==> src/rtl/mole_spawner_if.sv <==
// Signal bundle between the mole spawner and its environment.
// The master side is the game controller/game_logic; the slave side is the spawner.
interface mole_spawner_if;
    logic        enable;
    logic [17:0] ledr_next;
    logic [17:0] ledr_current;
    logic        mole_missed;
    logic [7:0]  miss_count;
    logic [4:0]  active_moles;

    modport master (
        output enable,
        output ledr_next,
        input  ledr_current,
        input  mole_missed,
        input  miss_count,
        input  active_moles
    );

    modport slave (
        input  enable,
        input  ledr_next,
        output ledr_current,
        output mole_missed,
        output miss_count,
        output active_moles
    );
endinterface

==> src/rtl/mole_spawner.sv <==
// Pops moles into pseudo-random holes at a fixed cadence, retires each after a fixed
// lifetime unless game_logic reports it whacked, and counts the ones that escape.
module mole_spawner #(
    parameter int unsigned SPAWN_PERIOD  = 50_000_000,
    parameter int unsigned MOLE_LIFETIME = 75_000_000,
    parameter int unsigned MAX_MOLES     = 3,
    parameter logic [15:0] LFSR_SEED     = 16'hACE1
) (
    input  logic          clk,
    input  logic          reset,
    mole_spawner_if.slave bus
);

    localparam int NUM_HOLES = 18;
    localparam int SCW       = (SPAWN_PERIOD > 1) ? $clog2(SPAWN_PERIOD) : 1;
    localparam int LW        = $clog2(MOLE_LIFETIME + 1);

    localparam logic [SCW-1:0] SPAWN_LAST = SCW'(SPAWN_PERIOD - 1);
    localparam logic [LW-1:0]  LIFE_INIT  = LW'(MOLE_LIFETIME);
    localparam logic [4:0]     MAX_ACTIVE = 5'(MAX_MOLES);
    localparam logic [15:0]    LFSR_TAPS  = 16'hB400;

    typedef enum logic {
        IDLE,
        RUN
    } state_e;

    state_e              state_q, state_d;
    logic [15:0]         lfsr_q, lfsr_d;
    logic [SCW-1:0]      spawn_cnt_q, spawn_cnt_d;
    logic [17:0]         ledr_q, ledr_d;
    logic [LW-1:0]       life_q [NUM_HOLES];
    logic [LW-1:0]       life_d [NUM_HOLES];
    logic                missed_q, missed_d;
    logic [7:0]          miss_cnt_q, miss_cnt_d;

    logic [4:0]          active;
    logic [4:0]          cand_raw;
    logic [4:0]          cand;
    logic [17:0]         cand_onehot;
    logic [17:0]         spawn_mask;
    logic [17:0]         expired;
    logic [4:0]          expired_n;
    logic [8:0]          miss_sum;

    function automatic logic [4:0] popcount18(input logic [17:0] v);
        logic [4:0] n;
        n = '0;
        for (int i = 0; i < NUM_HOLES; i++) begin
            n = n + 5'(v[i]);
        end
        return n;
    endfunction

    assign active = popcount18(ledr_q);

    // Fold the 5-bit LFSR slice onto the 18 holes.
    assign cand_raw    = lfsr_q[4:0];
    assign cand        = (cand_raw >= 5'd18) ? cand_raw - 5'd18 : cand_raw;
    assign cand_onehot = 18'(1) << cand;

    // NOTE: every variable written here gets a default first, so no path can
    // leave one unassigned and infer a latch; all assignments here are blocking.
    always_comb begin
        state_d     = state_q;
        lfsr_d      = (lfsr_q >> 1) ^ (lfsr_q[0] ? LFSR_TAPS : 16'h0000);
        spawn_cnt_d = spawn_cnt_q;
        ledr_d      = ledr_q;
        life_d      = life_q;
        missed_d    = 1'b0;
        miss_cnt_d  = miss_cnt_q;
        spawn_mask  = '0;
        expired     = '0;
        expired_n   = '0;
        miss_sum    = '0;

        case (state_q)
            IDLE: begin
                ledr_d      = '0;
                spawn_cnt_d = '0;
                for (int i = 0; i < NUM_HOLES; i++) life_d[i] = '0;
                if (bus.enable) begin
                    state_d    = RUN;
                    miss_cnt_d = '0;
                end
            end

            RUN: begin
                if (!bus.enable) begin
                    state_d     = IDLE;
                    ledr_d      = '0;
                    spawn_cnt_d = '0;
                    for (int i = 0; i < NUM_HOLES; i++) life_d[i] = '0;
                end else begin
                    spawn_cnt_d = (spawn_cnt_q == SPAWN_LAST) ? '0 : spawn_cnt_q + SCW'(1);
                    if (spawn_cnt_q == SPAWN_LAST &&
                        ((ledr_q | bus.ledr_next) & cand_onehot) == '0 &&
                        active < MAX_ACTIVE) begin
                        spawn_mask = cand_onehot;
                    end

                    // A hit takes priority over a same-cycle expiry.
                    for (int i = 0; i < NUM_HOLES; i++) begin
                        life_d[i] = '0;
                        if (ledr_q[i] && bus.ledr_next[i]) begin
                            if (life_q[i] == LW'(1)) begin
                                expired[i] = 1'b1;
                            end else begin
                                life_d[i] = life_q[i] - LW'(1);
                            end
                        end
                        if (spawn_mask[i]) life_d[i] = LIFE_INIT;
                    end

                    // Stray ledr_next bits on dark holes are masked off.
                    ledr_d = (bus.ledr_next & ledr_q & ~expired) | spawn_mask;

                    expired_n  = popcount18(expired);
                    miss_sum   = {1'b0, miss_cnt_q} + 9'(expired_n);
                    miss_cnt_d = (miss_sum > 9'd255) ? 8'd255 : miss_sum[7:0];
                    missed_d   = |expired;
                end
            end

            default: state_d = IDLE;
        endcase
    end

    // NOTE: the lifetime counter array is reset element by element because a
    // stale nonzero count must never survive into a new round.
    always_ff @(posedge clk) begin
        if (reset) begin
            state_q     <= IDLE;
            lfsr_q      <= LFSR_SEED;
            spawn_cnt_q <= '0;
            ledr_q      <= '0;
            missed_q    <= 1'b0;
            miss_cnt_q  <= '0;
            for (int i = 0; i < NUM_HOLES; i++) life_q[i] <= '0;
        end else begin
            state_q     <= state_d;
            lfsr_q      <= lfsr_d;
            spawn_cnt_q <= spawn_cnt_d;
            ledr_q      <= ledr_d;
            missed_q    <= missed_d;
            miss_cnt_q  <= miss_cnt_d;
            life_q      <= life_d;
        end
    end

    assign bus.ledr_current = ledr_q;
    assign bus.mole_missed  = missed_q;
    assign bus.miss_count   = miss_cnt_q;
    assign bus.active_moles = active;

endmodule

==> src/flat_wrapper.sv <==
// flat-port wrapper written by rule: the top's interface ports become plain ports
module mole_spawner_flat 
#(
    parameter int unsigned SPAWN_PERIOD  = 50_000_000,
    parameter int unsigned MOLE_LIFETIME = 75_000_000,
    parameter int unsigned MAX_MOLES     = 3,
    parameter logic [15:0] LFSR_SEED     = 16'hACE1
)
  (clk, reset, bus_enable, bus_ledr_next, bus_ledr_current, bus_mole_missed, bus_miss_count, bus_active_moles);
  mole_spawner_if bus_i ();
  input  logic clk;
  input  logic reset;
  input wire logic [$bits(bus_i.enable)-1:0] bus_enable;
  input wire logic [$bits(bus_i.ledr_next)-1:0] bus_ledr_next;
  output wire logic [$bits(bus_i.ledr_current)-1:0] bus_ledr_current;
  output wire logic [$bits(bus_i.mole_missed)-1:0] bus_mole_missed;
  output wire logic [$bits(bus_i.miss_count)-1:0] bus_miss_count;
  output wire logic [$bits(bus_i.active_moles)-1:0] bus_active_moles;
  assign bus_i.enable = bus_enable;
  assign bus_i.ledr_next = bus_ledr_next;
  assign bus_ledr_current = bus_i.ledr_current;
  assign bus_mole_missed = bus_i.mole_missed;
  assign bus_miss_count = bus_i.miss_count;
  assign bus_active_moles = bus_i.active_moles;
  mole_spawner #(.SPAWN_PERIOD(SPAWN_PERIOD), .MOLE_LIFETIME(MOLE_LIFETIME), .MAX_MOLES(MAX_MOLES), .LFSR_SEED(LFSR_SEED)) u_core (.clk(clk), .reset(reset), .bus(bus_i));
endmodule
==> config.mk <==
export PLATFORM = sky130hd
export DESIGN_NAME = mole_spawner_flat
export DESIGN_NICKNAME = d
export VERILOG_FILES = /design/src/rtl/mole_spawner_if.sv /design/src/rtl/mole_spawner.sv /design/src/flat_wrapper.sv
export SDC_FILE = /design/constraint.sdc
export NUM_CORES = 1
export LEC_CHECK = 0
export ABC_AREA = 1
export CORE_UTILIZATION = 45
export CTS_BUF_LIST = sky130_fd_sc_hd__clkbuf_8
export CTS_CLUSTER_SIZE = 12
export DETAILED_ROUTE_END_ITERATION = 10
export RECOVER_POWER = 100
export SLEW_MARGIN = 40
export SYNTH_ARGS = -nofsm -noshare
export SYNTH_HDL_FRONTEND = slang
export SYNTH_SLANG_ARGS = --single-unit
==> constraint.sdc <==
create_clock -name clk -period 6.7 [get_ports clk]
set_input_delay 1.005 -clock clk [delete_from_list [all_inputs] [get_ports clk]]
set_output_delay 1.005 -clock clk [all_outputs]
set_load 0.01 [all_outputs]
# Yosys cells after proc, flatten, opt, wreduce, memory -nomap -nowiden
# Cells that the tools add are included.
[totals]
output_inout_bits = 32
regBits = 556
[classes]
n_lt_le_gt_ge = 3
eq_ne = 21
n_addsub = 55
n_mux = 143
bitwise = 9
n_shift = 1
reduce_logical = 24
[op_table]
columns = ["cell", "count"]
rows = [
  ["27-bit 2-to-1 mux", 54],
  ["486-bit one-hot mux with 2 select lines", 1],
  ["27-bit by 1-bit == test with 1-bit output (second input constant)", 18],
  ["486-bit 2-to-1 mux", 1],
  ["27-bit by 1-bit subtractor with 27-bit output (second input constant)", 18],
  ["5-bit by 1-bit adder with 5-bit output", 32],
  ["1-bit 2-to-1 mux", 73],
  ["18-bit 2-to-1 mux", 4],
  ["18-bit bitwise AND", 3],
  ["26-bit 2-to-1 mux", 2],
  ["26-bit one-hot mux with 2 select lines", 1],
  ["18-bit bitwise OR", 2],
  ["18-bit one-hot mux with 2 select lines", 1],
  ["26-bit by 1-bit adder with 26-bit output (second input constant)", 1],
  ["26-bit == test (second input constant)", 1],
  ["8-bit 2-to-1 mux", 3],
  ["1-bit logical AND", 20],
  ["18-bit zero test", 1],
  ["18-bit NOT", 1],
  ["18-bit OR reduction", 1],
  ["1-bit by 5-bit left shift with 18-bit output (first input constant)", 1],
  ["16-bit 2-to-1 mux", 1],
  ["8-bit one-hot mux with 2 select lines", 1],
  ["15-bit by 16-bit XOR with 16-bit output", 1],
  ["other kinds (11)", 14],
]

# Logic depth before layout (Yosys ltp)
# Gate-level depths: netlist of run 1.
[logic_depth]
ltp_word = 27
mapped_depth = 31
depth_no_buf = 31

# Least setup slack after synthesis of run 1
# OpenSTA, ideal clock, no wires.
[synth_path]
path_kind = "input to register"
startpoint = "input bus_ledr_next[9]"
endpoint = "register u_core.miss_cnt_q[3], in the netlist u_core.bus.miss_count[3]"
arrival_time_ns = 5.563
setup_slack_ns = 1.021
path_buffers = 0
stages = 20
setup_ns = 0.116
path_cell_list = "nand2_1 nor4_1 fa_1 inv_1 fa_1 fa_1 fa_1 fa_1 fa_1 inv_1 fa_1 nand3_1 nand2_1 nand2_1 nand2_1 nand2_1 nor2_1 nand2_1 a21oi_1 a31o_2"
[synth_between]
elab_chain_cells = 18
[synth_lines]
columns = ["item", "line_no", "rtl"]
rows = [
  ["start: declaration", "flat_wrapper.sv:14", "input wire logic [$bits(bus_i.ledr_next)-1:0] bus_ledr_next;"],
  ["1-bit logical AND *", "mole_spawner.sv:105", "if (ledr_q[i] && bus.ledr_next[i]) begin"],
  ["1-bit 2-to-1 mux *", "mole_spawner.sv:105", ""],
  ["1-bit 2-to-1 mux *", "mole_spawner.sv:89", "if (!bus.enable) begin"],
  ["1-bit 2-to-1 mux *", "mole_spawner.sv:77", "case (state_q)"],
  ["5-bit by 1-bit adder with 5-bit output * (9 in series)", "mole_spawner.sv:50", "n = n + 5'(v[i]);"],
  ["8-bit by 5-bit adder with 9-bit output *", "mole_spawner.sv:119", "miss_sum = {1'b0, miss_cnt_q} + 9'(expired_n);"],
  ["9-bit by 8-bit greater-than comparator with 1-bit output", "mole_spawner.sv:120", "miss_cnt_d = (miss_sum > 9'd255) ? 8'd255 : miss_sum[7:0];"],
  ["8-bit 2-to-1 mux *", "mole_spawner.sv:120", ""],
  ["8-bit 2-to-1 mux *", "mole_spawner.sv:89", ""],
  ["8-bit one-hot mux with 2 select lines *", "mole_spawner.sv:77", ""],
  ["end signal: assignment", "mole_spawner.sv:146", "miss_cnt_q <= miss_cnt_d;"],
  ["end: declaration", "mole_spawner.sv:35", "logic [7:0] miss_cnt_q, miss_cnt_d;"],
]
# Every way passes the cells marked *; elsewhere a longest branch is shown, timed or not. The select of a mux whose other input is x is not followed.
# A chain may end at the register's enable or synchronous reset.

# Final worst setup path of run 1
[layout_path]
startpoint = "register u_core.ledr_q[0], in the netlist u_core.bus.ledr_current[0]"
endpoint = "output bus_active_moles[4]"
[layout_between]
elab_chain_cells = 17
[layout_lines]
columns = ["item", "line_no", "rtl"]
rows = [
  ["start: declaration", "mole_spawner.sv:31", "logic [17:0] ledr_q, ledr_d;"],
  ["start signal: assignment", "mole_spawner.sv:144", "ledr_q <= ledr_d;"],
  ["1-bit by 1-bit adder with 2-bit output", "mole_spawner.sv:50", ""],
  ["5-bit by 1-bit adder with 5-bit output (16 in series)", "mole_spawner.sv:50", ""],
  ["end: declaration", "flat_wrapper.sv:18", "output wire logic [$bits(bus_i.active_moles)-1:0] bus_active_moles;"],
]
# Every way passes these cells.

==> results.md, run 1 <==
* Status: finished, violations left
* Violated checks: max-capacitance violations, max-slew violations
* Worst VDD drop at 0.0001655 V
* Final net count at 4281
* Register area share after synthesis at 0.3898
* RSZ-0062 raised after global routing: false
* Deepest clock path buffer count at 3
* Antenna violation net count after detailed routing at 0
* TritonCTS buffer count at 99
* Cell Pwr Density at 208.9 mW/mm^2
* First-pass GRT wire length at 109700 um
* Vias in the first global route at 23013
* Final setup viols at 0
* Via count at 24651
* Pin count of the biggest net entering global routing at 27
* Layout cells sized above 1 at 0.08343
* Post-Syn Instances at 4074
* Buffers on Ports at 52
* Most frequent cells after synthesis: nor2_1, nand2_1, inv_1
* Placer Congestion at 0.8730
* Clock Skews at 0.04733 ns
* Fin util at 0.5111
* FFs w/ async S/R, synth at 0
* Clk_lat worst skew at 0.72 ns
* Post-CTS Setup Bufs at 0
* Largest family of logic cells by synthesized area: simple AND/OR/NAND/NOR gates
* Mean routed wirelength per cell at 12.76 um
* Yosys warning count at 0
* Die height at 253.9 um
* Req. time, crit path at 5.69 ns
* CTS clk-pin slew, worst paths at 0.06 ns
* Adder-cell share of the synthesized area at 0.04119
* CP startpoint kind: register
* Met3 routed WL at 2958 um
* Detailed Route Iter0 Violations at 1198
* Synth Area in Simple Gates at 0.3459
* Core Region at 0.06217 sq mm
* M1 wire length at 31900 um
* Crit share post-route at 0.9400
* Netlist cell types at 48
* Max Cap Viol at 1
* Post-synthesis compound-gate area fraction at 0.06897
* Max FO, Critical Path at 5
* Max-slew violation count at 27
* Setup TNS at 0 ns
* Root Buffer: clkbuf_8
* Initial DRT Pass Iterations at 5
* Gr usage total at 0.2053
* Main flop type after synthesis: dfxtp_1
* Met2 WL at 28550 um
* Cell with the most instances after synthesis: nor2_1
* GRT Residual Overflow at 0
* Synth top area share at 0.3898
* Synth top area cells: dfxtp_1, nor2_1, nand2_1
* Post-cts resize count at 0
* Initial Utilization at 0.4593
* Initial antenna violation count at 2
* Worst flop-to-flop path startpoint: u_core.life_q[477]
* Cell taking the most area after synthesis: dfxtp_1
* Fin. Hold Viols at 0
* Arr. time, crit path at 5.29 ns
* Syn Area/Cell at 7.008 sq um
* Fin crit period at 6.298 ns
* Die X-Extent at 253.9 um
* R2R Setup Slk at 0.55 ns
* Synthesized flop and latch total at 556
* Die area at 0.06446 sq mm
* Tightest Pin Transition at 1.887 ns
* Endpoint, Worst Hold: u_core.lfsr_q[14]
* Detailed Route WL at 64980 um
* Post-synth EDFFs at 0
* R2R cell count at 27
* Post-synthesis mux area share at 0
* Top sig layer: met5
* Kind of critical path: register to output pin
* Residual DRC at 0
* Setup crit end kind: output pin
* CTS tree: built
* Cell area after synthesis at 0.02855 sq mm
* Xor and xnor fraction of the mapped netlist area at 0.06534
* Rel. slew slack at -0.2582
* Reg-to-reg endpoint: u_core.bus.miss_count[1]
* Peak Freq at 0.1588 GHz
* Dpl hpwl at 47360 um
* Hold path depth at 2
* Area grow syn2layout at 11.28%
* Syn Nets at 4174
* Io pins at 53
* Min-Delay Startpoint: u_core.lfsr_q[15]
* Cell Rows at 91
* Total clock sinks at 556
* Average vias per placed instance at 4.840
* Hold Crit Class: register to register
* # H-tree levels at 3
* Post-CTS Hold Buffers at 0
* Leakage at 17.72 nW
==> kinds of logic (layout without fill, tap and decap cells) <==
| logic type | count (synthesis) | after routing |
|---|---|---|
| xor+xnor | 213 | 213 |
| fa+ha+maj | 79 | 79 |
| compound gates | 354 | 354 |
| buf+inv | 646 | 827 |
| other cells | 0 | 1 |
| simple gates | 2226 | 2226 |
| flops | 556 | 556 |
==> registers in the layout, summed over array words and instances, names as in the netlist <==
signal,count
u_core.bus.ledr_current,18
u_core.bus.mole_missed,1
u_core.spawn_cnt_q,26
u_core.state_q,1
u_core.life_q,486
u_core.lfsr_q,16
u_core.bus.miss_count,8
==> worst max-delay path by stage <==
stage | startpoint | end | slack (ns) | cells after the start
6_report | u_core.bus.ledr_current[0] | bus_active_moles[4] | 0.40 | 14
5_1_grt | u_core.life_q[477] | u_core.bus.miss_count[2] | 0.06 | 27
4_1_cts | u_core.bus.ledr_current[0] | bus_active_moles[4] | 0.35 | 14
3_5_place_dp | bus_ledr_next[0] | u_core.bus.miss_count[2] | 0.17 | 24
3_3_place_gp | bus_ledr_next[0] | u_core.bus.miss_count[4] | 0.25 | 24
2_1_floorplan | bus_ledr_next[9] | u_core.bus.miss_count[3] | 1.02 | 20
==> area by class of cell <==
class / count / area, sq um
fillers: 6396 / 30390
diodes: 1 / 2.502
clock buffers: 117 / 1610
well taps: 837 / 1047
inverters: 587 / 2203
multi-input cells: 2872 / 14750
clock inverters: 58 / 422.9
repair buffers: 65 / 603.1
flip-flops and latches: 556 / 11130
==> critical path, cell delays in order, from the launching register on <==
cell	delay (ns)
dfxtp_1	0.51
ha_1	0.29
inv_1	0.07
fa_1	0.44
fa_1	0.46
fa_1	0.54
fa_1	0.42
inv_1	0.09
fa_1	0.19
inv_1	0.07
fa_1	0.45
inv_1	0.07
nand2_1	0.04
a21oi_1	0.19
dlygate4sd3_1	0.77
==> per-stage QoR <==
step / power [mW] / cell area [sq um] / hold WS [ns] / instances / setup WS [ns]
global placement: 3.465 / 29890 / 0.3927 / 4917 / 0.2451
detailed placement: 3.464 / 29890 / 0.3978 / 4917 / 0.1732
global route: 6.904 / 31770 / 0.4111 / 5093 / 0.05788
finish: 6.637 / 31770 / 0.4061 / 5093 / 0.4018
CTS: 6.745 / 31930 / 0.4063 / 5092 / 0.3481
floorplan: 3.430 / 28550 / 0.3883 / 4074 / 1.021
==> power breakdown <==
part           switching, mW  internal, mW  total (mW)
Sequential           0.00356          3.31        3.32
Combinational         0.0482        0.0254      0.0736
Clock                   1.43          1.82        3.25
Total                   1.48          5.16        6.64
==> layout by cell type (no fill, tap or decap), drive strengths merged, types with 23 or more instances in the layout <==
| cell type | instances |
|---|---|
| a21oi | 176 |
| dfxtp | 556 |
| o211ai | 23 |
| dlygate4sd3 | 33 |
| nor2 | 839 |
| nand4 | 104 |
| ha | 54 |
| fa | 25 |
| clkbuf | 121 |
| nor3 | 109 |
| nand3 | 256 |
| nand2 | 771 |
| xor2 | 140 |
| clkinv | 26 |
| inv | 611 |
| or2 | 86 |
| nor4 | 40 |
| o21ai | 111 |
| xnor2 | 73 |
==> per-layer routing <==
metal / GRT usage / vias up
li1: - / 13121
met1: 0.2747 / 11057
met2: 0.3322 / 351
met3: 0.04066 / 120
met4: 0.06196 / 2
met5: 0 / -
(Power assumes the default switching activity.)
==> run 2: changes to the inputs <==
--- a/config.mk
+++ b/config.mk
@@ -6,10 +6,11 @@
 export NUM_CORES = 1
 export LEC_CHECK = 0
 export ABC_AREA = 1
-export CORE_UTILIZATION = 45
+export CORE_UTILIZATION = 65
 export CTS_BUF_LIST = sky130_fd_sc_hd__clkbuf_8
 export CTS_CLUSTER_SIZE = 12
 export DETAILED_ROUTE_END_ITERATION = 10
+export PLACE_DENSITY = 0.83
 export RECOVER_POWER = 100
 export SLEW_MARGIN = 40
 export SYNTH_ARGS = -nofsm -noshare
==> results.md, run 2 (synthesized netlist as in run 1, its figures left out) <==
* Deepest clock path buffer count at 3 (unchanged)
* Commonest cells after routing, fill and taps aside: nor2_1, nand2_1, inv_1, dfxtp_1, nand3_1
* Max-slew violation count at 31 (+15%)
* # H-tree levels at 3 (unchanged)
* GRT Residual Overflow at 0 (unchanged)
* Post-CTS Setup Bufs at 0 (unchanged)
* Initial antenna violation count at 3 (+1)
* Post-cts resize count at 0 (unchanged)
* Cell Pwr Density at 207.6 mW/mm^2 (-0.60%)
* Buffers on Ports at 52 (unchanged)
* Die X-Extent at 211.6 um (-17%)
* Detailed Route WL at 61960 um (-4.7%)
* Fin. Hold Viols at 0 (unchanged)
* Tightest Pin Transition at 1.746 ns (-0.1414 ns)
* Finished Cell Area at 0.03139 sq mm (-1.2%)
* Placed insts at 4665 (-5.1%)
* Detailed Route Iter0 Violations at 1521 (+27%)
* Worst hold slack at 0.3960 ns (-0.01005 ns)
* Final setup viols at 0 (unchanged)
* Violated checks: max-capacitance violations, max-slew violations
* Crit share post-route at 0.9295 (-0.01059)
* Placer Congestion at 0.9242 (+5.9%)
* Reg-to-reg endpoint: u_core.bus.miss_count[7]
* Total chip power at 6.517 mW (-1.8%)
* Fin util at 0.7271 (+0.2160)
* CTS tree: built
* Setup TNS at 0 ns (unchanged)
* Average vias per placed instance at 5.220 (+7.8%)
* R2R cell count at 25 (-7.4%)
* Max Cap Viol at 1 (unchanged)
* Worst VDD drop at 0.0001732 V (+4.7%)
* Pre-CTS setup slack at 0.1496 ns (-0.02359 ns)
* Post-route insts no fill at 4832 (-5.1%)
* Leakage at 17.66 nW (-0.38%)
* Initial Utilization at 0.6614 (+0.2021)
* Flip-flop count of the largest register after layout at 486 (unchanged)
* Status: finished, violations left
* Min-Delay Startpoint: u_core.lfsr_q[9]
* Worst flop-to-flop path startpoint: u_core.life_q[477]
* Final WS setup at 0.4727 ns (+0.07092 ns)
* Area grow syn2layout at 9.934%
* Cell Rows at 76 (-16%)
* Via count at 25223 (+2.3%)
* M1 wire length at 29060 um (-8.9%)
* R2R Setup Slk at 0.47 ns (-0.08 ns)
* Hold path depth at 2 (unchanged)
* Post-CTS Hold Buffers at 0 (unchanged)
* Die height at 211.6 um (-17%)
* Pin count of the biggest net entering global routing at 31 (+15%)
* Final net count at 4273 (-0.19%)
* Setup crit end kind: register
* Arr. time, crit path at 6.77 ns (+1.48 ns)
* Fin crit period at 6.227 ns (-0.07092 ns)
* Rel. slew slack at -0.1640 (+0.09424)
* CP startpoint kind: register
* Dpl hpwl at 44170 um (-6.7%)
* Endpoint, Worst Hold: u_core.lfsr_q[8]
* Antenna violation net count after detailed routing at 0 (unchanged)
* Peak Freq at 0.1606 GHz (+1.1%)
* Reg with most FFs: u_core.life_q
* Placed Area at 0.02958 sq mm (-1.1%)
* Hold Crit Class: register to register
* Clock Skews at 0.02282 ns (-0.02450 ns)
* Max FO, Critical Path at 4 (-1)
* Total clock sinks at 556 (unchanged)
* Die area at 0.04477 sq mm (-31%)
* CTS clk-pin slew, worst paths at 0.07 ns (about the same)
* Residual DRC at 0 (unchanged)
* Kind of critical path: register to register
* Most common cell after layout, fill and taps aside: nor2_1
* Clk_lat worst skew at 0.69 ns (-0.03 ns)
* Core Region at 0.04317 sq mm (-31%)
* Layout cells sized above 1 at 0.08290 (-0.0005297)
* Mean routed wirelength per cell at 12.82 um (+0.50%)
* Initial DRT Pass Iterations at 5 (unchanged)
* Met2 WL at 28390 um (-0.55%)
* CP Launch Point: u_core.life_q[477]
* Met3 routed WL at 2902 um (-1.9%)
* RSZ-0062 raised after global routing: false
* Req. time, crit path at 7.24 ns (+1.55 ns)
* TritonCTS buffer count at 91 (-8.1%)
* First-pass GRT wire length at 104300 um (-4.9%)
* Gr usage total at 0.2791 (+0.07373)
* Root Buffer: clkbuf_8
* Io pins at 53 (unchanged)
* Top sig layer: met5
* Vias in the first global route at 23183 (+0.74%)
[run 2: changes by cell type in the layout (fill, tap and decap cells not counted), sizes merged]
| cell | before | now |
|---|---|---|
| clkinv | 26 | 21 |
| clkbuf | 121 | 123 |
| clkinvlp | 2 | 5 |
| inv | 611 | 604 |
| bufinv | 6 | 4 |
[run 2: report_power, final]
part / internal [mW] / switching, mW / total [mW] / leakage [nW]
Clock: 1.75 / 1.38 / 3.13 / 1.10
Sequential: 3.31 / 0.00373 / 3.32 / 4.48
Combinational: 0.0253 / 0.0468 / 0.0721 / 12.1
[run 2: critical path: stages, from the launching register on]
cell and delay [ns]:
dfxtp_1 0.33, nor2_1 0.18, inv_1 0.08, nor2_1 0.22, and3_1 0.25, nand4_1 0.17
nor2_1 0.29, ha_1 0.30, inv_1 0.10, fa_1 0.43, fa_1 0.55, fa_1 0.44
fa_1 0.50, fa_1 0.45, fa_1 0.50, inv_1 0.07, fa_1 0.41, nand3_1 0.12
nand2_1 0.06, nand2_1 0.07, nand2_1 0.05, nand2_1 0.07, clkbuf_4 0.14, nand2_1 0.05
o211ai_1 0.19, a21oi_1 0.08
[run 2: area by class of cell]
type                       count  area, sq um
clock inverter                47        321.6
clock buffer                 119         1638
multi-input combinational   2872        14750
sequential                   556        11130
fill                        3606        11780
timing repair buffer          65        606.8
inverter                     587         2203
antenna                        1        2.502
tap                          585        732.0
[run 2: layer usage]
layer / up-vias / track usage
li1: 13096 / -
met1: 11517 / 0.3608
met2: 477 / 0.4698
met3: 129 / 0.04866
met4: 4 / 0.09420
met5: - / 0
[run 2: worst max path at each step]
stage | end | cells past startpoint
final | u_core.bus.miss_count[7] | 25
after global routing | u_core.bus.miss_count[7] | 23
after CTS | u_core.bus.miss_count[7] | 25
after detailed placement | u_core.bus.miss_count[5] | 23
after global placement | u_core.bus.miss_count[5] | 23
after floorplan | u_core.bus.miss_count[3] | 20
==> run 3: changes to the inputs <==
--- a/config.mk
+++ b/config.mk
@@ -6,11 +6,11 @@
 export NUM_CORES = 1
 export LEC_CHECK = 0
 export ABC_AREA = 1
-export CORE_UTILIZATION = 65
+export CORE_UTILIZATION = 60
 export CTS_BUF_LIST = sky130_fd_sc_hd__clkbuf_8
 export CTS_CLUSTER_SIZE = 12
 export DETAILED_ROUTE_END_ITERATION = 10
-export PLACE_DENSITY = 0.83
+export PLACE_DENSITY = 0.77
 export RECOVER_POWER = 100
 export SLEW_MARGIN = 40
 export SYNTH_ARGS = -nofsm -noshare
==> results.md, run 3 (synthesized netlist as in run 1, its figures left out) <==
* Most frequent CP cell: fa_1
* CP startpoint kind: register
* Die X-Extent at 220.1 um (+4.0%)
* RSZ-0062 raised after global routing: false
* Commonest cells after routing, fill and taps aside: nor2_1, nand2_1, inv_1, dfxtp_1, nand3_1
* Met2 WL at 27980 um (-1.4%)
* Peak Freq at 0.1614 GHz (+0.54%)
* Violated checks: design-rule violations, max-capacitance violations, max-slew violations
* Cell Rows at 79 (+3.9%)
* Worst hold slack at 0.4064 ns (+0.01040 ns)
* Die area at 0.04846 sq mm (+8.3%)
* Final net count at 4271 (-0.047%)
* Slowest CP cell: dlygate4sd3_1
* Arr. time, crit path at 5.19 ns (-1.58 ns)
* Fin crit period at 6.194 ns (-0.03336 ns)
* Met3 routed WL at 2931 um (+1.0%)
* CP peak stage delay at 0.68 ns (+0.13 ns)
* Vias in the first global route at 22738 (-1.9%)
* Mean routed wirelength per cell at 12.73 um (-0.73%)
* M1 wire length at 29570 um (+1.8%)
* Antenna Cells at 0 (-1)
* Cell Pwr Density at 213.8 mW/mm^2 (+3.0%)
* Root Buffer: clkbuf_8
* Max-slew violation count at 50 (+61%)
* Hold Crit Class: register to register
* Average vias per placed instance at 5.134 (-1.6%)
* CTS clk-pin slew, worst paths at 0.06 ns (about the same)
* Fin util at 0.6750 (-0.05204)
* Footprint of the multi-input gates at 0.01475 sq mm (unchanged)
* Buffers on Ports at 52 (unchanged)
* Placer Congestion at 0.9251 (about the same)
* Req. time, crit path at 5.69 ns (-1.55 ns)
* Deepest clock path buffer count at 3 (unchanged)
* Status: finished, violations left
* First-pass GRT wire length at 103700 um (-0.62%)
* Tightest Pin Transition at 2.191 ns (+0.4450 ns)
* Area grow syn2layout at 10.53%
* Antenna violation net count after detailed routing at 0 (unchanged)
* Rel. slew slack at -0.4607 (-0.2967)
* Total clock sinks at 556 (unchanged)
* Crit share post-route at 0.9245 (-0.004979)
* Io pins at 53 (unchanged)
* Max Cap Viol at 2 (+1)
* Gr usage total at 0.2571 (-0.02193)
* Post-CTS Setup Bufs at 0 (unchanged)
* Layout cells sized above 1 at 0.08290 (unchanged)
* Final setup viols at 0 (unchanged)
* Initial DRT Pass Iterations at 9 (+4)
* Register area at 0.01113 sq mm (unchanged)
* Via count at 24915 (-1.2%)
* Sum of buffers and inverters on the critical path at 5 (+1)
* Clk_lat worst skew at 0.69 ns (about the same)
* Detailed Route WL at 61770 um (-0.30%)
* Dpl hpwl at 44200 um (about the same)
* # H-tree levels at 3 (unchanged)
* Filler cell count at 4165 (+16%)
* Critical Path, Cell by Cell: ha_1 > inv_1 > fa_1 > fa_1 > fa_1 > fa_1 > inv_1 > fa_1 > inv_1 > fa_1 > inv_1 > nand2_1 > a21oi_1 > dlygate4sd3_1
* GRT Residual Overflow at 0 (unchanged)
* Total chip power at 6.747 mW (+3.5%)
* Setup crit end kind: output pin
* Leakage at 17.73 nW (+0.42%)
* Core Region at 0.04675 sq mm (+8.3%)
* Initial Utilization at 0.6107 (-0.05067)
* Post-cts resize count at 0 (unchanged)
* Setup TNS at 0 ns (unchanged)
* Die height at 220.1 um (+4.0%)
* Flip-flop count of the largest register after layout at 486 (unchanged)
* Fin. Hold Viols at 0 (unchanged)
* Residual DRC at 2 (+2)
* Top sig layer: met5
* Max FO, Critical Path at 5 (+1)
* TritonCTS buffer count at 92 (+1.1%)
* Reg with most FFs: u_core.life_q
* Clock Skews at 0.03161 ns (+0.008788 ns)
* Pin count of the biggest net entering global routing at 34 (+9.7%)
* CP delay by family, top: adder cells
* Detailed Route Iter0 Violations at 1464 (-3.7%)
* Initial antenna violation count at 2 (-1)
* Most common cell after layout, fill and taps aside: nor2_1
* CTS tree: built
* Kind of critical path: register to output pin
* Worst VDD drop at 0.0002611 V (+51%)
* Post-CTS Hold Buffers at 0 (unchanged)
-- run 3: changes by cell type in the layout (fill, tap and decap cells not counted), moves of 3 or more --
cell,before,now
clkinvlp_4,5,1
clkinv_2,13,10
bufinv_16,4,8
buf_4,9,5
clkbuf_8,119,127
-- run 3: power by group --
part	switching (mW)	internal (mW)	total, mW	leakage [nW]
Clock	1.37	1.99	3.36	1.19
Combinational	0.0472	0.0253	0.0726	12.1
Sequential	0.00357	3.31	3.32	4.48
-- run 3: cell type report --
type                            count  area share
Sequential cell                   556      0.3527
Clock inverter                     42     0.01217
Tap cell                          607     0.02406
Timing Repair Buffer               62     0.01840
Clock buffer                      127     0.05538
Inverter                          587     0.06981
Multi-Input combinational cell   2872      0.4675
-- run 3: per-stage QoR --
| stage | instance area [sq um] | std cells | setup slack (ns) |
|---|---|---|---|
| 2_1_floorplan | 28550 | 4074 | 1.021 |
| 5_1_grt | 31560 | 4853 | 0.1359 |
| 3_3_place_gp | 29580 | 4684 | 0.2716 |
| 3_5_place_dp | 29580 | 4684 | 0.1978 |
| 6_report | 31560 | 4853 | 0.5060 |
| 4_1_cts | 31720 | 4853 | 0.5079 |
-- run 3: final timing paths --
path / start / end / slack [ns] / depth (start not counted)
max: u_core.bus.ledr_current[0] / bus_active_moles[4] / 0.51 / 14
min: u_core.lfsr_q[7] / u_core.lfsr_q[6] / 0.41 / 1
max reg2reg: u_core.life_q[477] / u_core.bus.miss_count[4] / 0.51 / 26
min reg2reg: u_core.lfsr_q[7] / u_core.lfsr_q[6] / 0.41 / 1
-- run 3: metal layers --
layer,track usage,vias up
li1,-,13089
met1,0.3395,11276
met2,0.4307,451
met3,0.04536,97
met4,0.07241,2
met5,0,-
